## src/rtl/pe_input_loader.sv

```systemverilog
// Streams one NUM_VECTORS x VECTOR_SIZE word frame into BRAM (write one cycle after handshake), then pulses pe_start
// and holds s_ready low until pe_done; define PE_LOADER_LAST_CHECK_EN to enable the s_last framing check and err pulse.
module pe_input_loader #(
    parameter int          VECTOR_SIZE     = 64,
    parameter int          NUM_VECTORS     = 2,
    parameter logic [31:0] BASE_ADDR       = 32'h0,
    parameter int          FRAME_CNT_WIDTH = 8
) (
    input  logic                       aclk,
    input  logic                       areset,
    input  logic [31:0]                s_data,
    input  logic                       s_valid,
    input  logic                       s_last,
    output logic                       s_ready,
    output logic [31:0]                BRAM_ADDR,
    output logic [31:0]                BRAM_WRDATA,
    output logic [3:0]                 BRAM_WE,
    output logic                       BRAM_CLK,
    output logic                       pe_start,
    input  logic                       pe_done,
    output logic                       err,
    output logic [FRAME_CNT_WIDTH-1:0] frame_cnt
);

    localparam int WORDS = VECTOR_SIZE * NUM_VECTORS;
    localparam int IDX_W = $clog2(WORDS) + 1;
    localparam int PAD_W = 32 - IDX_W - 2;
    localparam logic [IDX_W-1:0] LAST_IDX = IDX_W'(WORDS - 1);

    typedef enum logic [1:0] {
        LOAD  = 2'd0,
        FLUSH = 2'd1,
        KICK  = 2'd2,
        BUSY  = 2'd3
    } state_t;

    state_t                     r_state;
    state_t                     w_state_nxt;
    logic [IDX_W-1:0]           r_idx;
    logic [IDX_W-1:0]           w_idx_nxt;
    logic [FRAME_CNT_WIDTH-1:0] r_frame_cnt;
    logic [31:0]                r_addr;
    logic [31:0]                r_wrdata;
    logic [3:0]                 r_we;
    logic                       w_hs;
    logic                       w_at_last;
    logic                       w_early_last;
    logic                       w_frame_done;
    logic [31:0]                w_addr_off;

    assign w_hs         = s_valid && (r_state == LOAD);
    assign w_at_last    = (r_idx == LAST_IDX);
    assign w_frame_done = (r_state == BUSY) && pe_done;
    assign w_addr_off   = {{PAD_W{1'b0}}, r_idx, 2'b00};

`ifdef PE_LOADER_LAST_CHECK_EN
    logic r_err;

    assign w_early_last = w_hs && s_last && !w_at_last;

    // One flag covers both early and missing s_last: they differ only in which side disagrees.
    always_ff @(posedge aclk or posedge areset) begin
        if (areset) begin
            r_err <= 1'b0;
        end else begin
            r_err <= w_hs && (s_last != w_at_last);
        end
    end

    assign err = r_err;
`else
    logic w_unused_s_last;

    assign w_unused_s_last = s_last;
    assign w_early_last    = 1'b0;
    assign err             = 1'b0;
`endif

    always_ff @(posedge aclk or posedge areset) begin
        if (areset) begin
            r_state <= LOAD;
            r_idx   <= '0;
        end else begin
            r_state <= w_state_nxt;
            r_idx   <= w_idx_nxt;
        end
    end

    always_comb begin
        w_state_nxt = r_state;
        w_idx_nxt   = r_idx;
        case (r_state)
            LOAD: begin
                if (w_hs) begin
                    if (w_early_last) begin
                        w_idx_nxt = '0;
                    end else begin
                        w_idx_nxt = r_idx + 1'b1;
                    end
                    if (w_at_last) begin
                        w_state_nxt = FLUSH;
                    end
                end
            end
            FLUSH:   w_state_nxt = KICK;
            KICK:    w_state_nxt = BUSY;
            BUSY: begin
                if (pe_done) begin
                    w_state_nxt = LOAD;
                    w_idx_nxt   = '0;
                end
            end
            default: w_state_nxt = LOAD;
        endcase
    end

    // Address and data hold between writes; only the enables drop to zero.
    always_ff @(posedge aclk or posedge areset) begin
        if (areset) begin
            r_addr      <= '0;
            r_wrdata    <= '0;
            r_we        <= 4'h0;
            r_frame_cnt <= '0;
        end else begin
            r_we <= w_hs ? 4'hF : 4'h0;
            if (w_hs) begin
                r_addr   <= BASE_ADDR + w_addr_off;
                r_wrdata <= s_data;
            end
            if (w_frame_done) begin
                r_frame_cnt <= r_frame_cnt + 1'b1;
            end
        end
    end

    assign s_ready     = (r_state == LOAD);
    assign pe_start    = (r_state == KICK);
    assign BRAM_ADDR   = r_addr;
    assign BRAM_WRDATA = r_wrdata;
    assign BRAM_WE     = r_we;
    assign BRAM_CLK    = aclk;
    assign frame_cnt   = r_frame_cnt;

endmodule

```

## config.mk

```make
export PLATFORM = sky130hd
export DESIGN_NAME = pe_input_loader
export DESIGN_NICKNAME = d
export VERILOG_FILES = /design/src/rtl/pe_input_loader.sv
export SDC_FILE = /design/constraint.sdc
export NUM_CORES = 1
export LEC_CHECK = 0
export BUFFER_PORTS_ARGS = -buffer_cell sky130_fd_sc_hd__buf_2
export CORE_MARGIN = 5
export CORE_UTILIZATION = 45
export CTS_BUF_LIST = sky130_fd_sc_hd__clkbuf_8 sky130_fd_sc_hd__clkbuf_16
export DETAILED_ROUTE_END_ITERATION = 8
export GPL_TIMING_DRIVEN = 1
export MAX_ROUTING_LAYER = met4
export PLACE_DENSITY = 0.79
export SLEW_MARGIN = 20
export SYNTH_ARGS = -nofsm -noshare
export SYNTH_HDL_FRONTEND = slang
export SYNTH_SLANG_ARGS = --single-unit
```

## constraint.sdc

```tcl
create_clock -name aclk -period 4.5 [get_ports aclk]
set_input_delay 0.9 -clock aclk [delete_from_list [all_inputs] [get_ports aclk]]
set_output_delay 0.9 -clock aclk [all_outputs]
set_load 0.05 [all_outputs]
```

; After elaboration in Yosys (flattened, before gate mapping)
; Index checks and enable logic that the tools add are counted.
; Widths: inputs -> output; s select.
[op_classes]
n_addsub = 2
reduce_logical = 6
n_eq_ne = 7
n_mux = 8
[ops]
columns = operator, count
row1 = $add 8x1->8 const B, 2
row2 = $mux 8, 2
row3 = $pmux 8 s2, 1
row4 = $eq 8x7->1 const B, 1
row5 = $pmux 2 s4, 1
row6 = $mux 2, 3
row7 = $reduce_and 3->1, 2
row8 = $eq 2x2->1 const B, 2
row9 = $mux 4, 1
row10 = $ne 2x1->1 const B, 2
row11 = $eq 2x1->1 const B, 1
row12 = $logic_and 1x1->1, 2
row13 = $logic_not 2->1, 1
row14 = $ne 2x2->1 const B, 1
row15 = $reduce_bool 2->1, 1
[totals]
output_inout_bits = 80
register_bits = 62
input_bits = 37

; Depth between registers and ports, before layout
; Gate-level depths: netlist of the first run.
[logic_depth]
ltp_word = 4
mapped_depth = 8

==> metrics.txt, run 1 <==
# TYPE chip_impl_metric gauge
chip_impl_metric{name="max_cap_viol_count",unit=""} 0
chip_impl_metric{name="fp.dieW",unit="um"} 87.41
chip_impl_metric{name="grt_remaining_overflow",unit=""} 0
chip_impl_metric{name="post-place-cells",unit=""} 365
chip_impl_info{name="layout.cells.most_common_list",value="90 x buf_2, 59 x dfrtp_1, 42 x mux2_2, 25 x conb_1, 14 x clkbuf_8"} 1
chip_impl_metric{name="grt_pass1_vias",unit=""} 1723
chip_impl_metric{name="layout.nets",unit=""} 346
chip_impl_metric{name="grt_start_max_net_pins",unit=""} 38
chip_impl_metric{name="critPathRequiredTime",unit="ns"} 3.60
chip_impl_metric{name="core-area",unit="um^2"} 5886
chip_impl_info{name="worst_setup_path_category",value="clk -> out"} 1
chip_impl_metric{name="cp_data_arrival_time",unit="ns"} 2.68
chip_impl_metric{name="multiInputGateArea",unit="um^2"} 1017
chip_impl_metric{name="wire_length_of_the_first_global_routing_pass",unit="um"} 7907
chip_impl_metric{name="drt-wirelength-per-cell",unit="um"} 13.24
chip_impl_metric{name="clk_pin_slew_worst_paths",unit="ns"} 0.06
chip_impl_metric{name="floorplan.die.height",unit="um"} 87.41
chip_impl_metric{name="track_usage",unit="%"} 14.31
chip_impl_metric{name="clock-skew-final",unit="ns"} 0.01013
chip_impl_metric{name="reg2reg_setup_slack",unit="ns"} 2.10
chip_impl_info{name="end_kind",value="output pin"} 1
chip_impl_metric{name="totalNegativeSetupSlack",unit="ns"} 0
chip_impl_metric{name="rows",unit=""} 28
chip_impl_metric{name="drt_iter0_markers",unit=""} 48
chip_impl_info{name="kind_of_start_point_of_the_critical_path",value="clock port"} 1
chip_impl_info{name="cpMaxStageDelayCell",value="buf_2"} 1
chip_impl_metric{name="worst_path_largest_cell_delay",unit="ns"} 0.20
chip_impl_metric{name="place.port_buffers",unit=""} 90
chip_impl_metric{name="dpl.hpwl",unit="um"} 3697
chip_impl_metric{name="totalWireLength",unit="um"} 5083
chip_impl_metric{name="number_of_synthesized_register_bits",unit=""} 59
chip_impl_info{name="crit_top_cell",value="clkbuf_8"} 1
chip_impl_metric{name="crit_path_max_fanout",unit=""} 2
chip_impl_metric{name="layout.filler_cells",unit=""} 512
chip_impl_metric{name="die_area",unit="um^2"} 7640
chip_impl_metric{name="clkLatencyLatePin",unit="ns"} 0.43
chip_impl_metric{name="finalSetupViolCount",unit=""} 0
chip_impl_metric{name="cts_hold_buf",unit=""} 0
chip_impl_metric{name="final_util",unit="%"} 55.63
chip_impl_info{name="rsz0062_at_grt",value="no"} 1
chip_impl_metric{name="yosys_warnings",unit=""} 0
chip_impl_metric{name="tightestPinTransition",unit="ns"} 0.7351
chip_impl_metric{name="globalplace.congestion",unit=""} 0.7323
chip_impl_metric{name="mappedNetlistArea",unit="um^2"} 2696
chip_impl_metric{name="vias",unit=""} 1806
chip_impl_metric{name="synthesis.area_per_instance",unit="um^2"} 12.78
chip_impl_metric{name="layout-drive-gt1-share",unit="%"} 49.19
chip_impl_metric{name="final.hold.worst_slack",unit="ns"} 0.4798
chip_impl_metric{name="antenna_violations_before_repair",unit=""} 0
chip_impl_metric{name="floorplan.initialDensity",unit="%"} 45.81
chip_impl_metric{name="cts_setup_buffers",unit=""} 0
chip_impl_metric{name="cts-resized-gates",unit=""} 0
chip_impl_metric{name="firstDrtPassIters",unit=""} 4
chip_impl_metric{name="num_io_pins",unit=""} 117
chip_impl_info{name="min-delay-path-class",value="reg -> reg"} 1
chip_impl_metric{name="post_synthesis_instance_total",unit=""} 211
chip_impl_metric{name="finalMaxSlewViolations",unit=""} 0
chip_impl_metric{name="drtAntennaViolNets",unit=""} 0
chip_impl_info{name="outcome",value="complete, no violations"} 1
chip_impl_metric{name="drt_drc",unit=""} 0
chip_impl_metric{name="maxSlewHeadroom",unit="%"} 50.92
chip_impl_metric{name="ys_seq_area_share",unit="%"} 54.76
chip_impl_metric{name="insertedDiodeCount",unit=""} 0
chip_impl_metric{name="timing.final.hold_violations",unit=""} 0
chip_impl_info{name="tritoncts",value="done"} 1
chip_impl_metric{name="vias_per_cell",unit=""} 4.703
chip_impl_metric{name="finalNonFillerCells",unit=""} 384
chip_impl_info{name="crit_path_cell_trace",value="clkbuf_8, clkbuf_8, buf_2"} 1
chip_impl_info{name="layout.cells.most_common",value="buf_2"} 1
chip_impl_metric{name="layout.area.seq",unit="um^2"} 1476
chip_impl_metric{name="synth.distinct_cells",unit=""} 32
chip_impl_metric{name="syn2layout_area_growth",unit="%"} 21.44
==> sequential cells by signal (all words and copies together) (netlist names) <==
signal,cells
r_state,2
BRAM_WRDATA,32
BRAM_ADDR,8
r_idx,8
frame_cnt,8
BRAM_WE,1
==> through the flow <==
stage	area, um^2	setup slack (ns)
after floorplan	2786	1.183
after global placement	3060	1.162
after detailed placement	3060	1.162
after CTS	3274	0.9160
after global routing	3274	0.9123
final	3274	0.9236
==> layout make-up <==
class / count / share of cell area [%]
inverters: 4 / 0.4585
well taps: 75 / 2.866
clock inverters: 5 / 0.6496
multi-input cells: 136 / 31.07
flip-flops and latches: 59 / 45.09
clock buffers: 15 / 6.037
repair buffers: 90 / 13.83
==> path summary, 6_finish.rpt <==
path                                   start               to  cells after the start
worst max-delay path                    aclk         BRAM_CLK                      3
worst min-delay path            frame_cnt[7]     frame_cnt[7]                      1
worst max register to register    r_state[0]  BRAM_WRDATA[27]                      5
worst min register to register  frame_cnt[7]     frame_cnt[7]                      1
max in group asynchronous             areset     BRAM_ADDR[5]                      3
min in group asynchronous             areset   BRAM_WRDATA[1]                      2
==> critical path, delay by kind of cell <==
family / cells / cell delay [ns]
buffers and inverters: 3 / 0.43
==> cells by family after synthesis <==
logic type | after synthesis | share of synthesized area [%]
other cells | 1 | 0.1391
fa+ha+maj | 5 | 2.320
compound gates | 16 | 3.295
mux | 42 | 17.54
buf+inv | 40 | 10.86
flops | 59 | 54.76
simple gates | 38 | 7.843
xor+xnor | 10 | 3.248
==> metal layers <==
metal | vias up | GRT usage, % | share of wire, %
met4 | 0 | 11.72 | 2.9
met1 | 843 | 17.10 | 42
met5 | - | - | 0
li1 | 863 | - | -
met3 | 13 | 4.068 | 9.9
met2 | 87 | 19.86 | 45
==> synth_stat cells <==
cell type / instances / area [um^2]
a21oi_1: 5 / 25.02
and2_0: 1 / 6.260
and3_1: 1 / 6.260
and4_1: 2 / 17.52
and4b_1: 1 / 10.01
buf_2: 3 / 15.01
buf_4: 29 / 217.7
buf_6: 4 / 45.04
conb_1: 1 / 3.750
dfrtp_1: 59 / 1476
ha_1: 5 / 62.56
inv_1: 3 / 11.26
inv_2: 1 / 3.750
mux2_2: 42 / 473.0
nand2_1: 11 / 41.29
nand2b_1: 1 / 6.260
nand3_1: 5 / 25.02
nand4_1: 1 / 6.260
nor2_1: 4 / 15.01
nor2b_1: 3 / 18.77
nor2b_4: 1 / 13.76
nor3_1: 2 / 10.01
nor4_1: 2 / 12.51
nor4b_1: 1 / 8.760
o211ai_1: 1 / 7.510
o21ai_0: 8 / 40.04
o31ai_1: 1 / 7.510
o41ai_1: 1 / 8.760
or3_1: 1 / 6.260
or4_1: 1 / 7.510
xnor2_1: 8 / 70.07
xor2_1: 2 / 17.52
Power of run 1 is left out: the tool's default activity adds up to more than one toggle a clock period on the data nets, which glitch-free logic cannot reach.
==> run 2: changes to the inputs <==
==> constraint.sdc (replaced) <==
create_clock -name aclk -period 3.54 [get_ports aclk]
set_input_delay 0.708 -clock aclk [delete_from_list [all_inputs] [get_ports aclk]]
set_output_delay 0.708 -clock aclk [all_outputs]
set_load 0.05 [all_outputs]
==> run 2 against run 1 <==
Against the previous run:
- clock skew grew 0.0015 ns
- register-to-register slack worse by 0.90 ns
- sequential share of layout area shrank 1.0 points
- non-clock buffer count grew 1
- global-route usage rose by 0.061 points
- highest routed layer unchanged
- count of clock-buffer cells in the layout fell by 1
- design area up 2.3%
- sequential cell count is the same
- first-iteration DRC count fell by 58%
==> metrics.txt, run 2 (synthesis gave the netlist of run 1 again) <==
# TYPE chip_impl_metric gauge
chip_impl_info{name="layout.cells.most_common",value="buf_2"} 1
chip_impl_metric{name="rows",unit=""} 28
chip_impl_metric{name="timing.final.hold_violations",unit=""} 0
chip_impl_metric{name="globalplace.congestion",unit=""} 0.7372
chip_impl_metric{name="insertedDiodeCount",unit=""} 0
chip_impl_info{name="outcome",value="complete, no violations"} 1
chip_impl_metric{name="num_io_pins",unit=""} 117
chip_impl_metric{name="finalSetupViolCount",unit=""} 0
chip_impl_metric{name="die_area",unit="um^2"} 7640
chip_impl_info{name="end_kind",value="output pin"} 1
chip_impl_metric{name="max_cap_viol_count",unit=""} 0
chip_impl_metric{name="clk_pin_slew_worst_paths",unit="ns"} 0.07
chip_impl_metric{name="track_usage",unit="%"} 14.38
chip_impl_metric{name="cts-resized-gates",unit=""} 0
chip_impl_metric{name="wire_length_of_the_first_global_routing_pass",unit="um"} 7900
chip_impl_info{name="worst_setup_path_category",value="clk -> out"} 1
chip_impl_metric{name="antenna_violations_before_repair",unit=""} 0
chip_impl_metric{name="clock-skew-final",unit="ns"} 0.01167
chip_impl_metric{name="critPathRequiredTime",unit="ns"} 2.83
chip_impl_info{name="min-delay-path-class",value="in -> async"} 1
chip_impl_metric{name="finalMaxSlewViolations",unit=""} 0
chip_impl_metric{name="dpl.hpwl",unit="um"} 3787
chip_impl_info{name="tritoncts",value="done"} 1
chip_impl_metric{name="core-area",unit="um^2"} 5886
chip_impl_metric{name="layout-drive-gt1-share",unit="%"} 50.00
chip_impl_metric{name="maxSlewHeadroom",unit="%"} 51.12
chip_impl_metric{name="drtAntennaViolNets",unit=""} 0
chip_impl_metric{name="vias_per_cell",unit=""} 4.696
chip_impl_metric{name="cts_hold_buf",unit=""} 0
chip_impl_info{name="rsz0062_at_grt",value="no"} 1
chip_impl_info{name="layout.cells.most_common_list",value="90 x buf_2, 59 x dfrtp_1, 42 x mux2_2, 25 x conb_1, 13 x clkbuf_8"} 1
chip_impl_metric{name="floorplan.initialDensity",unit="%"} 45.81
chip_impl_metric{name="layout.nets",unit=""} 347
chip_impl_metric{name="firstDrtPassIters",unit=""} 4
chip_impl_metric{name="grt_pass1_vias",unit=""} 1781
chip_impl_metric{name="drt_drc",unit=""} 0
chip_impl_metric{name="grt_remaining_overflow",unit=""} 0
chip_impl_metric{name="place.port_buffers",unit=""} 90
chip_impl_metric{name="tightestPinTransition",unit="ns"} 0.7322
chip_impl_metric{name="totalNegativeSetupSlack",unit="ns"} 0
chip_impl_metric{name="totalWireLength",unit="um"} 5023
chip_impl_metric{name="syn2layout_area_growth",unit="%"} 24.27
chip_impl_metric{name="vias",unit=""} 1808
chip_impl_metric{name="grt_start_max_net_pins",unit=""} 38
chip_impl_metric{name="clkLatencyLatePin",unit="ns"} 0.43
chip_impl_info{name="kind_of_start_point_of_the_critical_path",value="clock port"} 1
chip_impl_metric{name="floorplan.die.height",unit="um"} 87.41
chip_impl_metric{name="cp_data_arrival_time",unit="ns"} 2.20
chip_impl_metric{name="crit_path_max_fanout",unit=""} 2
chip_impl_metric{name="drt-wirelength-per-cell",unit="um"} 13.05
chip_impl_metric{name="drt_iter0_markers",unit=""} 20
chip_impl_metric{name="fp.dieW",unit="um"} 87.41
chip_impl_metric{name="largest_register_ffs",unit=""} 32
chip_impl_metric{name="cts_setup_buffers",unit=""} 0
==> run 2: per-stage QoR <==
stage                     utilization (%)  hold slack, ns  worst slack, ns  std cells  area, um^2
final                               56.93          0.2982           0.6331        385        3351
after global routing                56.93          0.3422           0.6202        385        3351
after CTS                           56.93          0.3007           0.6266        385        3351
after detailed placement            52.13          0.4574           0.8738        366        3068
after global placement              52.13          0.4702           0.8738        366        3068
after floorplan                         -          0.4900           0.8949        235        2786
==> run 2: routing by layer <==
layer / wire, um / track usage [%] / up-vias
li1: - / - / 865
met1: 2074 / 16.07 / 846
met2: 2252 / 21.44 / 82
met3: 519 / 3.690 / 15
met4: 176 / 11.85 / 0
met5: 0 / - / -
==> run 2: worst max-delay path, stage by stage <==
cell,delay (ns)
clkbuf_8,0.11
clkbuf_8,0.12
buf_2,0.20
==> run 2: layout make-up <==
cell class,instances,area [um^2]
well taps,75,93.84
fillers,494,2535
clock buffers,14,183.9
multi-input cells,136,1017
repair buffers,91,460.4
inverters,4,15.01
clock inverters,6,103.9
flip-flops and latches,59,1476
==> run 2: path summary, 6_finish.rpt <==
| check | to | from | slack, ns | cells after the start |
|---|---|---|---|---|
| worst max-delay path | BRAM_CLK | aclk | 0.63 | 3 |
| worst min-delay path | BRAM_WRDATA[5] | areset | 0.30 | 2 |
| worst max register to register | BRAM_WRDATA[22] | r_state[0] | 1.20 | 5 |
| worst min register to register | frame_cnt[7] | frame_cnt[7] | 0.47 | 1 |
| max in group asynchronous | BRAM_WRDATA[18] | areset | 2.55 | 3 |
| min in group aclk | frame_cnt[7] | frame_cnt[7] | 0.47 | 1 |
Power of run 2 is left out for the same reason.
==> run 3: changes to the inputs <==
==> constraint.sdc (replaced) <==
create_clock -name aclk -period 2.8 [get_ports aclk]
set_input_delay 0.56 -clock aclk [delete_from_list [all_inputs] [get_ports aclk]]
set_output_delay 0.56 -clock aclk [all_outputs]
set_load 0.05 [all_outputs]
==> run 3 against run 2 <==
Against the previous run:
- clock skew fell by 0.0022 ns
- die area stayed put
- critical path type unchanged
- sequential share of layout area is 0.67 points higher
- critical endpoint unchanged
- cell count down 0.52%
==> metrics.txt, run 3 (synthesis gave the netlist of run 1 again) <==
# TYPE chip_impl_metric gauge
chip_impl_metric{name="rows",unit=""} 28
chip_impl_metric{name="track_usage",unit="%"} 15.05
chip_impl_metric{name="worst_path_largest_cell_delay",unit="ns"} 0.20
chip_impl_metric{name="antenna_violations_before_repair",unit=""} 0
chip_impl_info{name="tritoncts",value="done"} 1
chip_impl_metric{name="timing.final.hold_violations",unit=""} 0
chip_impl_metric{name="max_cap_viol_count",unit=""} 0
chip_impl_metric{name="critPathRequiredTime",unit="ns"} 2.24
chip_impl_metric{name="finalMaxSlewViolations",unit=""} 0
chip_impl_metric{name="met2_wirelength",unit="um"} 2426
chip_impl_metric{name="core-area",unit="um^2"} 5886
chip_impl_metric{name="num_io_pins",unit=""} 117
chip_impl_info{name="rsz0062_at_grt",value="no"} 1
chip_impl_metric{name="firstDrtPassIters",unit=""} 4
chip_impl_metric{name="vias",unit=""} 1818
chip_impl_info{name="layout.cells.most_common",value="buf_2"} 1
chip_impl_metric{name="vias_per_cell",unit=""} 4.747
chip_impl_metric{name="clock-skew-final",unit="ns"} 0.009455
chip_impl_metric{name="globalplace.congestion",unit=""} 0.7351
chip_impl_metric{name="grt_pass1_vias",unit=""} 1863
chip_impl_metric{name="finalNonFillerCells",unit=""} 383
chip_impl_metric{name="layout.nets",unit=""} 347
chip_impl_info{name="min-delay-path-class",value="in -> async"} 1
chip_impl_metric{name="dr_wl_met3",unit="um"} 547
chip_impl_metric{name="totalWireLength",unit="um"} 5146
chip_impl_info{name="kind_of_start_point_of_the_critical_path",value="clock port"} 1
chip_impl_info{name="end_kind",value="output pin"} 1
chip_impl_metric{name="cts_hold_buf",unit=""} 0
chip_impl_info{name="crit_path_cell_trace",value="clkbuf_8, clkbuf_8, buf_2"} 1
chip_impl_metric{name="setup_ws",unit="ns"} 0.4116
chip_impl_metric{name="grt_remaining_overflow",unit=""} 0
chip_impl_metric{name="layout-drive-gt1-share",unit="%"} 50.00
chip_impl_metric{name="floorplan.die.height",unit="um"} 87.41
chip_impl_info{name="worst_setup_path_category",value="clk -> out"} 1
chip_impl_metric{name="place.port_buffers",unit=""} 90
chip_impl_metric{name="stdcell_area",unit="um^2"} 3301
chip_impl_metric{name="drt_drc",unit=""} 0
chip_impl_metric{name="syn2layout_area_growth",unit="%"} 22.41
chip_impl_metric{name="largest_register_ffs",unit=""} 32
chip_impl_info{name="cpMaxStageDelayCell",value="buf_2"} 1
chip_impl_metric{name="insertedDiodeCount",unit=""} 0
chip_impl_metric{name="crit_path_max_fanout",unit=""} 2
chip_impl_metric{name="preCtsSetupSlack",unit="ns"} 0.5878
chip_impl_info{name="crit_top_cell",value="clkbuf_8"} 1
chip_impl_info{name="dr.max_layer_used",value="met4"} 1
chip_impl_metric{name="maxSlewHeadroom",unit="%"} 58.64
chip_impl_metric{name="post-place-cells",unit=""} 366
chip_impl_metric{name="met1_wire_length",unit="um"} 2033
chip_impl_info{name="layout.cells.most_common_list",value="90 x buf_2, 59 x dfrtp_1, 42 x mux2_2, 25 x conb_1, 14 x clkbuf_8"} 1
chip_impl_metric{name="fp.dieW",unit="um"} 87.41
chip_impl_metric{name="tightestPinTransition",unit="ns"} 0.6195
chip_impl_metric{name="dpl.hpwl",unit="um"} 3898
chip_impl_metric{name="drtAntennaViolNets",unit=""} 0
chip_impl_metric{name="dpl_cell_area",unit="um^2"} 3093
chip_impl_metric{name="cts-resized-gates",unit=""} 0
chip_impl_metric{name="clk_pin_slew_worst_paths",unit="ns"} 0.06
chip_impl_metric{name="floorplan.initialDensity",unit="%"} 45.81
chip_impl_metric{name="wire_length_of_the_first_global_routing_pass",unit="um"} 8431
chip_impl_metric{name="finalSetupViolCount",unit=""} 0
chip_impl_metric{name="drt_iter0_markers",unit=""} 32
chip_impl_info{name="outcome",value="complete, no violations"} 1
chip_impl_metric{name="cts_setup_buffers",unit=""} 0
chip_impl_metric{name="die_area",unit="um^2"} 7640
chip_impl_metric{name="drt-wirelength-per-cell",unit="um"} 13.44
chip_impl_metric{name="cp_data_arrival_time",unit="ns"} 1.83
chip_impl_metric{name="grt_start_max_net_pins",unit=""} 32
chip_impl_metric{name="clkLatencyLatePin",unit="ns"} 0.42
chip_impl_metric{name="totalNegativeSetupSlack",unit="ns"} 0
-- run 3: cell types whose count changed in the layout (fill, tap and decap cells not counted) --
cell | previous run | this run
buf_12 | 0 | 2
inv_1 | 3 | 2
clkbuf_8 | 13 | 14
bufinv_16 | 3 | 0
buf_4 | 2 | 0
clkinv_2 | 2 | 3
-- run 3: per-stage QoR --
| stage | hold WS (ns) | util [%] |
|---|---|---|
| after detailed placement | 0.4707 | 52.55 |
| after global placement | 0.4565 | 52.55 |
| after global routing | 0.2620 | 56.08 |
| after CTS | 0.2076 | 56.08 |
| after floorplan | 0.4900 | - |
| final | 0.2084 | 56.08 |
-- run 3: layout make-up --
| cell class | count | area [um^2] |
|---|---|---|
| Clock buffer | 15 | 197.7 |
| Fill cell | 513 | 2585 |
| Multi-Input combinational cell | 136 | 1017 |
| Tap cell | 75 | 93.84 |
| Timing Repair Buffer | 91 | 485.5 |
| Inverter | 4 | 15.01 |
| Sequential cell | 59 | 1476 |
| Clock inverter | 3 | 15.01 |
-- run 3: worst paths after layout --
check                              from               to  slack [ns]  cells past startpoint
setup / recovery                   aclk         BRAM_CLK        0.41                      3
hold / removal                   areset  BRAM_WRDATA[12]        0.21                      2
setup reg to reg             r_state[0]  BRAM_WRDATA[28]        0.59                      6
hold reg to reg            frame_cnt[7]     frame_cnt[7]        0.48                      1
max in group asynchronous        areset         r_idx[5]        2.01                      3
min in group aclk             s_data[0]   BRAM_WRDATA[0]        0.36                      2
-- run 3: routing by layer --
metal,GRT usage [%],up-vias
met3,4.163,13
met2,22.33,90
met1,17.34,855
met5,-,-
met4,11.02,0
li1,-,860
-- run 3: worst max-delay path, delay by kind of cell --
| family | cells | cell delay (ns) |
|---|---|---|
| buf+inv | 3 | 0.43 |
Power of run 3 is left out for the same reason.
